$ cat src/rtl/div_seq_r2.sv
// Iterative radix-2 restoring divider for unsigned mantissas: one quotient bit per
// clock through a single SW+1-bit subtractor, with valid/ready handshakes on both sides.
module div_seq_r2 #(
    parameter int DW = 50,
    parameter int SW = 24,
    localparam int CW = $clog2(DW + 1)
) (
    input  logic          clk,
    input  logic          rst,
    input  logic          in_valid,
    output logic          in_ready,
    input  logic [DW-1:0] opa,
    input  logic [SW-1:0] opb,
    output logic          out_valid,
    input  logic          out_ready,
    output logic [DW-1:0] quo,
    output logic [SW-1:0] rem,
    output logic          dbz
);

    typedef enum logic [1:0] {
        IDLE = 2'd0,
        CALC = 2'd1,
        DONE = 2'd2
    } state_t;

    state_t        state;
    state_t        state_nx;

    logic [SW:0]   pr;
    logic [DW-1:0] dq;
    logic [SW-1:0] d;
    logic [CW-1:0] cnt;

    logic [SW:0]   t;
    logic [SW:0]   diff;
    logic [SW:0]   pr_nx;
    logic          qbit;
    logic [DW-1:0] dq_nx;
    logic          last_iter;

    // pr never exceeds d, so its top bit is always zero and drops out of the shift.
    assign t         = (pr << 1) | (SW + 1)'(dq[DW-1]);
    assign diff      = t - {1'b0, d};
    assign qbit      = (t >= {1'b0, d});
    assign pr_nx     = qbit ? diff : t;
    assign dq_nx     = {dq[DW-2:0], qbit};
    assign last_iter = (cnt == CW'(1));

    assign in_ready  = (state == IDLE);
    assign out_valid = (state == DONE);

    always_ff @(posedge clk or posedge rst) begin
        if (rst) begin
            state <= IDLE;
        end else begin
            state <= state_nx;
        end
    end

    always_comb begin
        state_nx = state;
        case (state)
            IDLE: begin
                if (in_valid) begin
                    state_nx = (opb == '0) ? DONE : CALC;
                end
            end
            CALC: begin
                if (last_iter) begin
                    state_nx = DONE;
                end
            end
            DONE: begin
                if (out_ready) begin
                    state_nx = IDLE;
                end
            end
            default: state_nx = IDLE;
        endcase
    end

    // Result registers only change on accept (divide-by-zero) or on the last iteration,
    // so they stay frozen while a result waits in DONE.
    always_ff @(posedge clk or posedge rst) begin
        if (rst) begin
            pr  <= '0;
            dq  <= '0;
            d   <= '0;
            cnt <= '0;
            quo <= '0;
            rem <= '0;
            dbz <= 1'b0;
        end else begin
            case (state)
                IDLE: begin
                    if (in_valid) begin
                        d   <= opb;
                        dq  <= opa;
                        pr  <= '0;
                        cnt <= CW'(DW);
                        if (opb == '0) begin
                            quo <= '1;
                            rem <= SW'(opa);
                            dbz <= 1'b1;
                        end else begin
                            dbz <= 1'b0;
                        end
                    end
                end
                CALC: begin
                    pr  <= pr_nx;
                    dq  <= dq_nx;
                    cnt <= cnt - CW'(1);
                    if (last_iter) begin
                        quo <= dq_nx;
                        rem <= pr_nx[SW-1:0];
                    end
                end
                default: ;
            endcase
        end
    end

endmodule
$ cat config.mk
export PLATFORM = sky130hd
export DESIGN_NAME = div_seq_r2
export DESIGN_NICKNAME = d
export VERILOG_FILES = /design/src/rtl/div_seq_r2.sv
export SDC_FILE = /design/constraint.sdc
export NUM_CORES = 1
export LEC_CHECK = 0
export BUFFER_PORTS_ARGS = -buffer_cell sky130_fd_sc_hd__buf_2
export CORE_MARGIN = 5
export CORE_UTILIZATION = 34
export CTS_CLUSTER_SIZE = 20
export DETAILED_ROUTE_END_ITERATION = 6
export PLACE_DENSITY = 0.51
export REMOVE_ABC_BUFFERS = 1
export SYNTH_ARGS = -nofsm -noshare
export SYNTH_HDL_FRONTEND = slang
export SYNTH_SLANG_ARGS = --single-unit
$ cat constraint.sdc
create_clock -name clk -period 8.75 [get_ports clk]
set_input_delay 1.75 -clock clk [delete_from_list [all_inputs] [get_ports clk]]
set_output_delay 1.75 -clock clk [all_outputs]
set_load 0.1 [all_outputs]
# Word level (Yosys, flattened, before mapping)
# Index checks and enable logic that the tools add are counted.
dict set report totals {
  regBits 181
  input_bits 78
}
dict set report classes {
  add_sub_neg 2
  magnitude_cmp 1
  n_eq_ne 7
  mux 21
  bitwise_logic 1
  n_reduce_logical 7
}
# operator n
set op_table {}
lappend op_table {{$mux W50} 4}
lappend op_table {{$pmux W50 S2} 2}
lappend op_table {{$mux W24} 5}
lappend op_table {{$pmux W24 S2} 2}
lappend op_table {{$ge A25 B24 Y1} 1}
lappend op_table {{$or A25 B1 Y25} 1}
lappend op_table {{$logic_not A24 Y1} 1}
lappend op_table {{$sub A24 B24 Y24} 1}
lappend op_table {{$pmux W6 S2} 1}
lappend op_table {{$mux W2} 4}
lappend op_table {{$eq A6 B1 Y1 const B} 1}
lappend op_table {{$mux W6} 1}
lappend op_table {{$pmux W2 S3} 1}
lappend op_table {{$sub A6 B1 Y6 const B} 1}
lappend op_table {{$ne A2 B1 Y1 const B} 2}
lappend op_table {{$ne A2 B2 Y1 const B} 2}
lappend op_table {{$reduce_and A2 Y1} 2}
lappend op_table {{$reduce_and A4 Y1} 1}
lappend op_table {{$reduce_and A3 Y1} 1}
lappend op_table {{$eq A2 B1 Y1 const B} 1}
lappend op_table {{$eq A2 B2 Y1 const B} 1}
lappend op_table {{$logic_not A2 Y1} 1}
lappend op_table {{$reduce_bool A2 Y1} 1}
lappend op_table {{$mux W1} 1}

# Depth between registers and ports, before layout
dict set report logic_depth {
  depth_word 5
  depth_mapped 13
}

# Worst setup path after synthesis
# Ideal clock, no wire load.
dict set report synth_timing {
  path_type {reg-to-output}
  startpoint {register state[0]}
  endpoint {output port in_ready}
  arrival_time_ps 1878
  path_slack_ps 5122
  stages_incl_launch_ff 3
  cell_sequence {dfrtp_1 -> clkbuf_1 -> nor2_1}
}
dict set report synth_between {
  elab_chain_len 1
}
# item line_no
set synth_rtl {}
lappend synth_rtl {{start, declared} 27} ;# state_t state;
lappend synth_rtl {{start signal, assigned} 57} ;# state <= state_nx;
lappend synth_rtl {{$logic_not A2 Y1} 50} ;# assign in_ready = (state == IDLE);
lappend synth_rtl {{end, declared} 11} ;# output logic in_ready,
# No other way between the ends.

# Worst setup path in the final report
dict set report layout_timing {
  startpoint {input port in_valid}
  endpoint {register rem[0]}
}
dict set report layout_between {
  elab_chain_len 2
}
# item line_no
set layout_rtl {}
lappend layout_rtl {{start, declared} 10} ;# input logic in_valid,
lappend layout_rtl {{$ne A2 B2 Y1 (no source line)} -}
lappend layout_rtl {{$reduce_and A4 Y1 (no source line)} -}
lappend layout_rtl {{end signal, assigned} 104} ;# rem <= SW'(opa);
lappend layout_rtl {{end signal, assigned} 117} ;# rem <= pr_nx[SW-1:0];
lappend layout_rtl {{end, declared} 17} ;# output logic [SW-1:0] rem,
# No other way between the ends.
# A chain may end at the register's enable or synchronous reset.

==> flow_summary_export.csv <==
group,metric,value,unit
clock_tree,cts.path.max_buffers,2,
setup_path,worstPathCellList,"buf_2, nor2_1, or2_2, buf_4, or3_2, buf_4, o31ai_2",
yosys,seq_area_frac_synth,0.494,
timing,hold_violations,0,
clock_tree,cts_resized,0,
timing,rsz0062_at_grt,"no",
clock_tree,clkLatencyLatePin,0.42,ns
floorplan,core,26700,um2
global_routing,overflow,0,
status,status,"completed",
run,cap_violations,0,
detailed_routing,wl_per_cell,16.9,um
yosys,synth-xor-area-share,0.0210,
setup_path,startpoint,"in_valid",
layout,final_common_cell,"nand2_1",
floorplan,dieHeight,174,um
yosys,yosysTopAreaCell,"dfrtp_1",
timing,relSlewSlack,0.327,
timing,slew_viol_final,0,
setup_path,path_buf_inv,3,
floorplan,rows,60,
min_path,holdCritPathClass,"flip-flop to flip-flop",
floorplan,ios,155,
setup_path,critPathCaptureType,"flip-flop",
setup_path,arrival,4.54,ns
yosys,synth_top_cells_by_area,"dfrtp_1 49%, nand2_1 10%, o21ai_0 6.6%",
global_routing,grt_start_max_net_pins,113,
floorplan,die_w,174,um
yosys,synth_compound_area_frac,0.179,
placement,place.gp.congestion,0.873,
yosys,ys_ff_latch,181,
setup_path,worst_setup_path_start_kind,"input port",
yosys,yosys.area_share.adder,0.0377,
clock_tree,clkTransAtPathRegs,0.07,ns
timing,fin_skew,0.0152,ns
floorplan,start_util,0.343,
global_routing,grt_use_total,0.169,
setup_path,crit_slowest_cell,"or3_2",
layout,final_cell_mix,"254 x nand2_1, 180 x dfrtp_1, 154 x buf_2, 121 x o21ai_0, 55 x nor2_1",
yosys,avgSynthCellArea,8.90,um2
yosys,synth_cell_types,67,
placement,hpwlAfterDp,17.5,mm
timing,tightest_slew,1.01,ns
setup_path,r2r-start,"pr[12]$_DFFE_PP0P_",
setup_path,critPathMaxStageDelay,0.67,ns
clock_tree,cts_tree,"yes",
yosys,synth-edff-count,0,
yosys,synth_area,9160,um2
yosys,synth_cells,1030,
detailed_routing,drc_errors,0,
setup_path,crit_type,"input port to flip-flop",
yosys,synth.area.mux_share,0.0210,
layout,diodes,0,
yosys,ys.flop_type,"dfrtp_1",
yosys,synth-simple-area-share,0.199,
layout,instances_no_fill,1493,
floorplan,die_area,30300,um2
clock_tree,cts-root-buf,"clkbuf_16",
detailed_routing,drtAntennaViolNets,0,
clock_tree,holdBufCountCts,0,
timing,finalHoldWorstSlack,0.461,ns
yosys,synth_top_area_share,0.494,
timing,final.setup.tns,0,ns
global_routing,antenna_found_initial,0,
timing,finalCritPeriodShare,0.481,
global_routing,grt_pass1_vias,7675,
detailed_routing,drt-initial-drc-count,544,
detailed_routing,drt-pass1-iter-count,5,
detailed_routing,vias,7501,
layout,drive_gt1_frac,0.181,
placement,numPortBuffers,154,
yosys,async_flop_share,1.00,
setup_path,path_max_fanout,42,
setup_path,cp_top_family,"simple AND/OR/NAND/NOR gates",
global_routing,grt_pass1_wl,42.0,mm
yosys,yosys_warnings,0,
clock_tree,h-tree-depth,4,
layout,final_util,0.403,
clock_tree,post_cts_buffers,0,
setup_path,worstPathRequired,9.08,ns
layout,num-nets-final,1247,
timing,fin_crit,4.21,ns
min_path,min_from,"quo[41]$_DFFE_PP0P_",
yosys,synth_top_family_by_area,"simple AND/OR/NAND/NOR gates",
detailed_routing,drt_wl_total,25.3,mm
timing,finalSetupViolCount,0,
detailed_routing,viasPerCell,5.02,
clock_tree,cts_buffers,17,
layout,area_growth,17.5,%
timing,fmaxAchievable,237,MHz
clock_tree,clock_sinks,181,
setup_path,cp_common_cell,"buf_4",
placement,dpl.cell_count,1464,
[synth_stat cells, types with 5 or more instances]
master,instances
a21o_1,17
a21oi_1,40
a31oi_1,34
a41oi_1,6
and3b_1,27
and4_1,6
buf_1,5
clkbuf_1,58
dfrtp_1,181
ha_1,26
inv_1,37
mux2i_1,17
nand2_1,254
nand2b_1,5
nand3_1,14
nand4_1,5
nor2_1,56
nor3_1,6
nor4_1,7
o211ai_1,8
o21a_1,8
o21ai_0,121
o22a_1,6
xnor2_1,12
xor2_1,10
[layer usage]
layer / share of wire / GRT usage / vias to the layer above / routed length, um
met4: 0.012 / 0.0370 / 0 / 301
li1: - / - / 3772 / -
met3: 0.037 / 0.0337 / 16 / 932
met5: 0 / 0 / - / 0
met2: 0.45 / 0.267 / 150 / 11500
met1: 0.50 / 0.242 / 3563 / 12600
[worst paths after layout]
path / to / slack (ns) / depth (start not counted)
hold / removal: quo[41]$_DFFE_PP0P_ / 0.46 / 2
setup / recovery: rem[0]$_DFFE_PP0P_ / 4.54 / 7
max in group asynchronous: rem[8]$_DFFE_PP0P_ / 5.90 / 3
min in group asynchronous: dq[43]$_DFFE_PP0P_ / 1.46 / 2
hold reg to reg: quo[41]$_DFFE_PP0P_ / 0.46 / 2
setup reg to reg: rem[11]$_DFFE_PP0P_ / 4.99 / 9
[area by class of cell]
class / count / area [um2]
timing repair buffer: 164 / 846
clock buffer: 20 / 447
fill: 2776 / 16000
inverter: 37 / 146
sequential: 181 / 4530
multi-input combinational: 741 / 4210
clock inverter: 9 / 153
tap: 341 / 427
[cells by family (layout without fill, tap and decap cells)]
kind of cell,Yosys count,in the layout
buf+inv,108,230
xor+xnor,22,22
flops,181,181
compound gates,271,271
simple gates,402,402
fa+ha+maj,27,27
mux,19,19
[state kept, by name (all words and copies together), names as in the netlist]
name / flops
dbz: 1
cnt: 6
rem: 24
pr: 24
quo: 50
d: 24
state: 2
dq: 50
[stage by stage]
stage,worst slack [ns],instance area (um2)
2_1_floorplan,1.75,8860
3_3_place_gp,4.10,10200
3_5_place_dp,4.08,10200
4_1_cts,4.52,10800
5_1_grt,4.32,10800
6_report,4.54,10800
[worst min-delay path, delay by kind of cell (launching register included)]
family | cells | cell delay, ns
flops | 1 | 0.34
simple gates | 2 | 0.09
Power is not shown: default switching activity piles up to over one toggle a cycle in this logic, so the estimate is an artifact.
